<file path="config.mk">
export PLATFORM = sky130hd
export DESIGN_NAME = wheel_rev_meter
export DESIGN_NICKNAME = d
export VERILOG_FILES = /design/src/rtl/wheel_rev_meter.sv
export SDC_FILE = /design/constraint.sdc
export NUM_CORES = 1
export LEC_CHECK = 0
export ABC_AREA = 0
export CAP_MARGIN = 20
export CORE_MARGIN = 2
export CORE_UTILIZATION = 51
export DETAILED_ROUTE_END_ITERATION = 8
export MAX_ROUTING_LAYER = met4
export PLACE_DENSITY = 0.73
export SYNTH_ARGS = -nofsm -noshare
export SYNTH_HDL_FRONTEND = slang
export SYNTH_SLANG_ARGS = --single-unit
</file>
<file path="constraint.sdc">
create_clock -name clk -period 3.2 [get_ports clk]
set_input_delay 0.64 -clock clk [delete_from_list [all_inputs] [get_ports clk]]
set_output_delay 0.64 -clock clk [all_outputs]
set_load 0.05 [all_outputs]
</file>
<file path="src/rtl/wheel_rev_meter.sv">
// wheel_rev_meter
//   Turns one-cycle wheel revolution pulses into a revolution interval in
//   milliseconds, a revolution odometer and a moving flag for the
//   speed/distance display.
//
//   A free-running prescaler makes a 1 ms strobe. The prescaler is re-phased
//   on every accepted revolution, so each interval starts on a clean ms
//   boundary. Intervals shorter than MIN_PERIOD_MS are treated as sensor
//   glitches and dropped. If no accepted revolution arrives for TIMEOUT_MS,
//   the wheel is declared stopped.
//
//   Build option: define SPEED_AVG_EN to report the mean of the last four
//   accepted intervals instead of the raw interval. In that build an
//   accepted revolution reports two cycles later instead of one. A stop
//   report is still one cycle after the timeout.
//
// Ports
//   clk           in   system clock
//   rst           in   asynchronous reset, active low
//   rev_tick      in   one-cycle revolution pulse (debounced)
//   clear_odo     in   synchronous odometer clear, sampled every cycle
//   period_ms     out  last reported interval in ms, 0 = stopped
//   period_valid  out  one-cycle strobe whenever period_ms is written
//   moving        out  high while a steady interval is being measured
//   rev_count     out  accepted revolutions since reset/clear (wraps)
//
// State table
//   ST_STOP  | wheel stopped, waiting for a revolution to arm the reference
//   ST_FIRST | reference revolution held, first interval not measured yet
//   ST_RUN   | intervals being reported, wheel moving

module wheel_rev_meter #(
  parameter int TICK_DIV      = 100_000,
  parameter int PERIOD_W      = 16,
  parameter int TIMEOUT_MS    = 3000,
  parameter int MIN_PERIOD_MS = 20,
  parameter int ODO_W         = 24
) (
  input  logic                clk,
  input  logic                rst,
  input  logic                rev_tick,
  input  logic                clear_odo,
  output logic [PERIOD_W-1:0] period_ms,
  output logic                period_valid,
  output logic                moving,
  output logic [ODO_W-1:0]    rev_count
);

  localparam int PS_W = (TICK_DIV > 1) ? $clog2(TICK_DIV) : 1;
  localparam logic [PS_W-1:0]     PS_LAST   = PS_W'(TICK_DIV - 1);
  localparam logic [PERIOD_W-1:0] TIMEOUT_P = PERIOD_W'(TIMEOUT_MS);
  localparam logic [PERIOD_W-1:0] MIN_P     = PERIOD_W'(MIN_PERIOD_MS);

  typedef enum logic [1:0] {
    ST_STOP  = 2'd0,
    ST_FIRST = 2'd1,
    ST_RUN   = 2'd2
  } state_t;

  state_t              state_q, state_d;
  logic [PS_W-1:0]     prescaler_q, prescaler_d;
  logic [PERIOD_W-1:0] ms_cnt_q, ms_cnt_d;
  logic [PERIOD_W-1:0] period_q, period_d;
  logic                period_valid_q, period_valid_d;
  logic                moving_q, moving_d;
  logic [ODO_W-1:0]    rev_count_q, rev_count_d;

  logic                ms_strobe;
  logic [PERIOD_W-1:0] ms_now;
  logic                timeout_hit;
  logic                accept;
  logic                meas_valid;
  logic                tmo_evt;
  logic                run_tmo;

`ifdef SPEED_AVG_EN
  logic [PERIOD_W-1:0] hist_q [4];
  logic [PERIOD_W-1:0] hist_d [4];
  logic                avg_pend_q, avg_pend_d;
  logic [PERIOD_W+1:0] hist_sum;
  logic [PERIOD_W-1:0] hist_avg;
`endif

  // ms_now is the elapsed count including a strobe landing in this very
  // cycle. Without that, a revolution coinciding with the strobe would read
  // one ms short, and the timeout and the revolution would see different
  // counts in the same cycle.
  always_comb begin
    ms_strobe   = (prescaler_q == PS_LAST);
    ms_now      = ms_cnt_q;
    if ((state_q != ST_STOP) && ms_strobe && (ms_cnt_q != TIMEOUT_P)) begin
      ms_now = ms_cnt_q + PERIOD_W'(1);
    end
    timeout_hit = (state_q != ST_STOP) && (ms_now == TIMEOUT_P);
    accept      = rev_tick && ((state_q == ST_STOP) || (ms_now >= MIN_P));
    meas_valid  = accept && (state_q != ST_STOP);
    // An acceptable revolution in the timeout cycle takes priority.
    tmo_evt     = timeout_hit && !accept;
    run_tmo     = tmo_evt && (state_q == ST_RUN);
  end

  // State register
  always_ff @(posedge clk or negedge rst) begin
    if (!rst) begin
      state_q <= ST_STOP;
    end else begin
      state_q <= state_d;
    end
  end

  // Next state
  always_comb begin
    state_d = state_q;
    unique case (state_q)
      ST_STOP: begin
        if (accept) state_d = ST_FIRST;
      end
      ST_FIRST: begin
        if (accept)       state_d = ST_RUN;
        else if (tmo_evt) state_d = ST_STOP;
      end
      ST_RUN: begin
        if (tmo_evt) state_d = ST_STOP;
      end
      default: state_d = ST_STOP;
    endcase
  end

`ifdef SPEED_AVG_EN
  always_comb begin
    hist_sum = {2'b00, hist_q[0]} + {2'b00, hist_q[1]}
             + {2'b00, hist_q[2]} + {2'b00, hist_q[3]};
    hist_avg = PERIOD_W'(hist_sum >> 2);
  end
`endif

  // Outputs and datapath
  always_comb begin
    prescaler_d = ms_strobe ? '0 : prescaler_q + PS_W'(1);
    if (accept) prescaler_d = '0;

    ms_cnt_d = ms_now;
    if ((state_d == ST_STOP) || accept) ms_cnt_d = '0;

    rev_count_d = rev_count_q;
    if (accept)    rev_count_d = rev_count_q + ODO_W'(1);
    if (clear_odo) rev_count_d = '0;

    moving_d = (state_d == ST_RUN);

    period_d       = period_q;
    period_valid_d = 1'b0;

`ifdef SPEED_AVG_EN
    for (int i = 0; i < 4; i++) hist_d[i] = hist_q[i];
    avg_pend_d = meas_valid;
    if (tmo_evt) begin
      for (int i = 0; i < 4; i++) hist_d[i] = '0;
    end else if (meas_valid) begin
      if (state_q == ST_FIRST) begin
        // First interval after a stop seeds the whole window so the
        // average starts at the real speed instead of ramping up from 0.
        for (int i = 0; i < 4; i++) hist_d[i] = ms_now;
      end else begin
        for (int i = 3; i > 0; i--) hist_d[i] = hist_q[i-1];
        hist_d[0] = ms_now;
      end
    end
    if (run_tmo) begin
      period_d       = '0;
      period_valid_d = 1'b1;
    end else if (avg_pend_q) begin
      period_d       = hist_avg;
      period_valid_d = 1'b1;
    end
`else
    if (run_tmo) begin
      period_d       = '0;
      period_valid_d = 1'b1;
    end else if (meas_valid) begin
      period_d       = ms_now;
      period_valid_d = 1'b1;
    end
`endif
  end

  always_ff @(posedge clk or negedge rst) begin
    if (!rst) begin
      prescaler_q    <= '0;
      ms_cnt_q       <= '0;
      period_q       <= '0;
      period_valid_q <= 1'b0;
      moving_q       <= 1'b0;
      rev_count_q    <= '0;
    end else begin
      prescaler_q    <= prescaler_d;
      ms_cnt_q       <= ms_cnt_d;
      period_q       <= period_d;
      period_valid_q <= period_valid_d;
      moving_q       <= moving_d;
      rev_count_q    <= rev_count_d;
    end
  end

`ifdef SPEED_AVG_EN
  always_ff @(posedge clk or negedge rst) begin
    if (!rst) begin
      for (int i = 0; i < 4; i++) hist_q[i] <= '0;
      avg_pend_q <= 1'b0;
    end else begin
      for (int i = 0; i < 4; i++) hist_q[i] <= hist_d[i];
      avg_pend_q <= avg_pend_d;
    end
  end
`endif

  assign period_ms    = period_q;
  assign period_valid = period_valid_q;
  assign moving       = moving_q;
  assign rev_count    = rev_count_q;

endmodule

</file>
==> results of run 1 <==
[registers in the layout, indices dropped and copies added, names as in the netlist]
name	count
period_valid	1
state_q	2
rev_count	24
moving	1
ms_cnt_q	16
period_ms	16
prescaler_q	17
[repair_timing]
action                                  4_1_cts  5_1_grt
endpoints found under the setup margin       41       63
setup buffers                                 0        8
gates resized for setup                       2       12
pin swaps                                     1        5
[placed cells by master, fill, tap and decap left out, types with 9 or more instances in the layout]
| cell type | synthesis | layout |
|---|---|---|
| a211oi_1 | 16 | 16 |
| a21oi_1 | 15 | 15 |
| buf_4 | 0 | 34 |
| clkbuf_8 | 0 | 9 |
| clkdlybuf4s50_1 | 0 | 44 |
| dfrtp_1 | 77 | 77 |
| nand2_1 | 31 | 30 |
| nand3_1 | 18 | 18 |
| nand4_1 | 14 | 14 |
| nor2_1 | 69 | 69 |
| o21ai_0 | 15 | 15 |
| or3_1 | 11 | 10 |
| or4_1 | 9 | 9 |
| xnor2_1 | 19 | 19 |
| xor2_1 | 17 | 16 |
[worst max-delay path by stage]
stage	from	cells after the start	to	slack, ns
6_report	prescaler_q[1]	10	period_ms[8]	0.13
4_1_cts	prescaler_q[1]	10	period_ms[8]	0.007
3_5_place_dp	prescaler_q[1]	11	prescaler_q[8]	-0.15
2_1_floorplan	prescaler_q[0]	10	ms_cnt_q[4]	0.10
5_1_grt	ms_cnt_q[0]	11	rev_count[18]	-0.06
3_3_place_gp	prescaler_q[1]	11	prescaler_q[14]	0.02
[cells by family (layout without fill, tap and decap cells)]
family / count (synthesis) / after routing / synth area share
and+or+nand+nor: 210 / 210 / 0.277
DFF: 77 / 77 / 0.473
AOI/OAI and AO/OA: 71 / 71 / 0.121
xor gates and xnor gates: 36 / 36 / 0.0773
buffers and inverters: 26 / 104 / 0.0276
muxes: 5 / 5 / 0.0129
adders and majority gates: 4 / 4 / 0.0123
[layout make-up]
| cell class | count | area (sq um) |
|---|---|---|
| clock inverter | 6 | 111 |
| sequential | 77 | 1930 |
| multi-input combinational | 326 | 2140 |
| tap | 102 | 128 |
| clock buffer | 10 | 128 |
| inverter | 7 | 26.3 |
| timing repair buffer | 81 | 756 |
| fill | 621 | 2520 |
[stage by stage]
stage | instances | power (mW) | setup slack [ns]
final | 609 | 3.31 | 0.129
after global routing | 609 | 3.47 | -0.0581
after CTS | 601 | 3.32 | 0.00651
after detailed placement | 585 | 2.43 | -0.154
after global placement | 585 | 2.42 | 0.0168
after floorplan | 429 | 1.99 | 0.104
[power by group through the flow]
stage          Combinational (mW)  Sequential [mW]  Clock (mW)
4_1_cts                      1.21             1.21       0.900
6_report                     1.21             1.21       0.889
2_1_floorplan               0.366             1.62           0
3_3_place_gp                 1.19             1.22           0
5_1_grt                      1.30             1.23       0.945
3_5_place_dp                 1.20             1.23           0
[per-layer routing]
layer  up-vias  part of all wire  track usage
li1       1705                 -            -
met1      1719              0.46        0.332
met2       102              0.48        0.363
met3        24             0.044       0.0411
met4         0             0.017       0.0772
met5         -                 0            -
[critical path, stage by stage, from the launching register on]
cell and delay, ns:
dfrtp_1 0.38, ha_1 0.18, nand4_1 0.14, or4_1 0.58, or3_4 0.38, xor2_4 0.21
o2111ai_4 0.20, buf_4 0.22, o211a_1 0.25, buf_12 0.16, a211oi_1 0.27
[Yosys cell counts, types with 2 or more instances]
library cell / instances / area share
nor2_1: 69 / 0.064
nand4_1: 14 / 0.021
and3_1: 5 / 0.0077
nor4b_2: 3 / 0.011
xor2_1: 17 / 0.037
a211oi_1: 16 / 0.029
nand2b_1: 4 / 0.0061
nor3_1: 7 / 0.0086
nand2_1: 31 / 0.029
xnor2_1: 19 / 0.041
mux2i_1: 3 / 0.0074
nor3b_1: 2 / 0.0037
nor4_1: 6 / 0.0092
nand3_1: 18 / 0.022
o2111ai_2: 2 / 0.0074
buf_2: 6 / 0.0074
ha_1: 4 / 0.012
or2_2: 4 / 0.0061
nand4_2: 2 / 0.0061
a31o_2: 2 / 0.0043
o21ai_0: 15 / 0.018
a21oi_1: 15 / 0.018
o31ai_1: 7 / 0.013
and4b_1: 3 / 0.0074
o211ai_1: 2 / 0.0037
o22ai_1: 2 / 0.0031
nor2b_1: 8 / 0.012
inv_1: 7 / 0.0064
clkbuf_1: 11 / 0.010
and4_1: 9 / 0.019
dfrtp_1: 77 / 0.47
mux2_2: 2 / 0.0055
or4_1: 9 / 0.017
or3_1: 11 / 0.017
==> flow_summary.ini, run 1 <==
[die]
coreArea_sq_mm = 0.00773
die_w_microns = 93.4
rows = 32
ios = 46
die_y_microns = 93.4
die_area_sq_mm = 0.00872
initial_core_util = 0.528

[final_layout]
areaGrowthSynthToFinish_pct = 27.8
antennaDiodeCount = 0
drive_above_1_share = 0.150
finish.instance_area_sq_mm = 0.00521
utilization = 0.674
nNetsFinal = 510

[critical_path]
r2r_setup_slack_ns = 0.13
path_max_fanout = 32
crit_type = register to register
regToRegEndpoint = period_ms[8]
critPathArrivalTime_ns = 3.34
critPathRequiredTime_ns = 3.46
cp-start-kind = register
rr_startpoint = prescaler_q[1]
cp-end-kind = register
r2r_cells = 10

[pwr]
intPower_mw = 2.07
seqPwrFrac = 0.365
p_per_area_mw_per_mm2 = 636
p_sw_mw = 1.25
p_comb_frac = 0.366
swShare = 0.376
p_clk_frac = 0.268
peakVddDrop_mv = 0.420
leakagePower_nw = 2.13

[routing]
drc_errors = 0
avgViaCountPerCell = 5.83
via_count = 3550
first_pass_iters = 5
drt_iter0_markers = 229
postRouteWirelength_microns = 9690
avgRoutedWirePerCell_microns = 15.9
ant_nets = 0

[logic_synthesis]
synth.avg_cell_area_sq_um = 9.50
synthFlopType = dfrtp_1
synth_edf_count = 0
syn_nets = 437
ys_types = 51
synth-seq-cells = 77
netlist_instances = 429
yosys_warnings = 0
synthesis.area_sq_mm = 0.00408
synthArstFlopShare = 1.00
ys_seq_area_frac = 0.473

[sta]
finalMaxSlewViolations = 0
worstMarginPinSlew_ns = 0.954
post-route-period-util = 0.960
hold_viol_final = 0
setup_tns_ns = 0
fin_crit_ns = 3.07
finalSetupViolations = 0
skew_ns = 0.0184
hold_ws_ns = 0.410
rsz0062_at_grt = true
fmaxAchievable_mhz = 326
relSlewSlack = 0.364

[placed_design]
place_hpwl_microns = 6780
place.gp.congestion = 0.942
post_dp_cell_area_sq_mm = 0.00481
io_buffers = 45

[cts]
cts_tree = yes
clk_latency_ns = 0.37
cts_hold_buf = 0
cts_buffer_depth = 2
cts.sinks = 77
cts.root.buffer_cell = clkbuf_8
path_clk_slew_ns = 0.08
numCtsBuffers = 9
htreeDepth = 3

[global_route]
grt_pass1_vias = 3258
grt_pass1_wl_microns = 16100
grt_use_total = 0.240
grt_antenna_before_repair = 0
grt_overflow = 0
grt_max_degree = 78

[worst_hold_path]
hp-class = primary input to async pin

[flow_run]
drv_cap = 0

[run_status]
status = finished clean
No activity file was read; power rests on OpenSTA's default activity.
==> inputs of run 2 (changes only) <==
Settings changed: REMOVE_ABC_BUFFERS from default to 1.
==> flow_summary.ini, run 2 (synthesis gave the netlist of run 1 again) <==
[pwr]
p_total_mw = 3.23
leakagePower_nw = 2.09
p_per_area_mw_per_mm2 = 628
peakVddDrop_mv = 0.487

[routing]
postRouteWirelength_microns = 9960
avgRoutedWirePerCell_microns = 16.4
ant_nets = 0
avgViaCountPerCell = 5.74
via_count = 3490
drt_iter0_markers = 176
drc_errors = 0
first_pass_iters = 4

[cts]
path_clk_slew_ns = 0.08
clk_latency_ns = 0.35
cts.root.buffer_cell = clkbuf_8
cts_tree = yes
numCtsBuffers = 9
cts_buffer_depth = 2
htreeDepth = 3
cts.sinks = 77
cts_hold_buf = 0

[final_layout]
ff_latch_area_sq_mm = 0.00193
fillers = 636
multi_input_area_sq_mm = 0.00211
final_common_cell = dfrtp_1
final_cell_mix = 76 x dfrtp_1, 69 x nor2_1, 44 x clkdlybuf4s50_1
areaGrowthSynthToFinish_pct = 26.1
drive_above_1_share = 0.154
nNetsFinal = 509
antennaDiodeCount = 0
largest_register_ffs = 24

[placed_design]
place_hpwl_microns = 6890
place.gp.congestion = 0.944
preCtsSetupSlack_ns = -0.0240
io_buffers = 45

[die]
initial_core_util = 0.528
coreArea_sq_mm = 0.00773
die_y_microns = 93.4
die_w_microns = 93.4
ios = 46
rows = 32
die_area_sq_mm = 0.00872

[sta]
worstMarginPinSlew_ns = 0.946
finalSetupViolations = 0
post-route-period-util = 0.961
skew_ns = 0.0111
fin_crit_ns = 3.08
hold_viol_final = 0
fmaxAchievable_mhz = 325
relSlewSlack = 0.370
finalMaxSlewViolations = 0
timing.final.ws_setup_ns = 0.125

[worst_hold_path]
hp-class = primary input to async pin

[critical_path]
crit_type = register to register
critPathArrivalTime_ns = 3.29
r2r_cells = 9
path_max_fanout = 8
cp-end-kind = register
regToRegEndpoint = period_ms[14]
r2r_setup_slack_ns = 0.12
rr_startpoint = prescaler_q[11]
critPathRequiredTime_ns = 3.42
cp-start-kind = register

[global_route]
grt_use_total = 0.247
grt_overflow = 0
grt_pass1_wl_microns = 16700
grt_max_degree = 78
grt_antenna_before_repair = 0
grt_pass1_vias = 3313

[flow_run]
drv_cap = 0

[run_status]
status = finished clean
==> run 2: cell count changes in the layout (fill, tap and decap cells not counted), sizes merged <==
cell      previous run  this run
clkinv               2         0
inv                  7         8
clkbuf              10        11
buf                 37        36
clkinvlp             1         2
bufinv               3         2
==> run 2: worst max path at each step <==
stage	from	to	slack, ns	cells past startpoint
6_report	prescaler_q[11]	period_ms[14]	0.12	9
5_1_grt	prescaler_q[5]	rev_count[20]	-0.03	9
4_1_cts	prescaler_q[0]	rev_count[20]	0.009	10
3_5_place_dp	prescaler_q[0]	period_ms[2]	-0.02	10
3_3_place_gp	prescaler_q[0]	period_ms[7]	0.12	10
2_1_floorplan	prescaler_q[0]	ms_cnt_q[0]	0.03	9
==> run 2: report_power, final <==
group	switching [mW]	internal, mW
logic	0.772	0.410
registers	0.112	1.12
clock network	0.370	0.443
==> run 2: cell type report <==
type / count / area share
tap: 102 / 0.0248
inverter: 7 / 0.00511
clock inverter: 5 / 0.0163
clock buffer: 11 / 0.0256
sequential: 77 / 0.375
timing repair buffer: 80 / 0.143
multi-input combinational: 326 / 0.410
==> run 2: per-layer routing <==
metal,global-route usage,vias up,routed length (microns)
met5,-,-,0
met4,0.0784,0,121
met3,0.0387,14,367
met2,0.371,75,4740
met1,0.345,1708,4720
li1,-,1693,-
==> run 2: metrics by stage <==
| step | hold WS [ns] | utilization | cells | instance area, sq um | TNS [ns] |
|---|---|---|---|---|---|
| 3_3_place_gp | 0.465 | 0.620 | 585 | 4790 | 0 |
| 3_5_place_dp | 0.481 | 0.620 | 585 | 4790 | -0.167 |
| 2_1_floorplan | 0.344 | - | 410 | 3990 | 0 |
| 5_1_grt | 0.507 | 0.665 | 608 | 5140 | -0.0915 |
| 6_report | 0.438 | 0.665 | 608 | 5140 | 0 |
| 4_1_cts | 0.478 | 0.652 | 602 | 5040 | 0 |
==> run 2: critical path, stage by stage (launching register included) <==
cell and delay (ns):
dfrtp_1 0.45, nor4b_2 0.40, nand4_2 0.26, o31a_1 0.37, nor4_1 0.36, nand4_2 0.17, nand4b_1 0.33, a211oi_4 0.34
buf_6 0.19, a211oi_1 0.05
==> run 2: repair_timing <==
action / in CTS / in global routing
resized for setup: 4 / 13
gates cloned: 0 / 1
endpoints found under the setup margin: 19 / 51
setup buffers: 1 / 5
pin swaps: 1 / 8
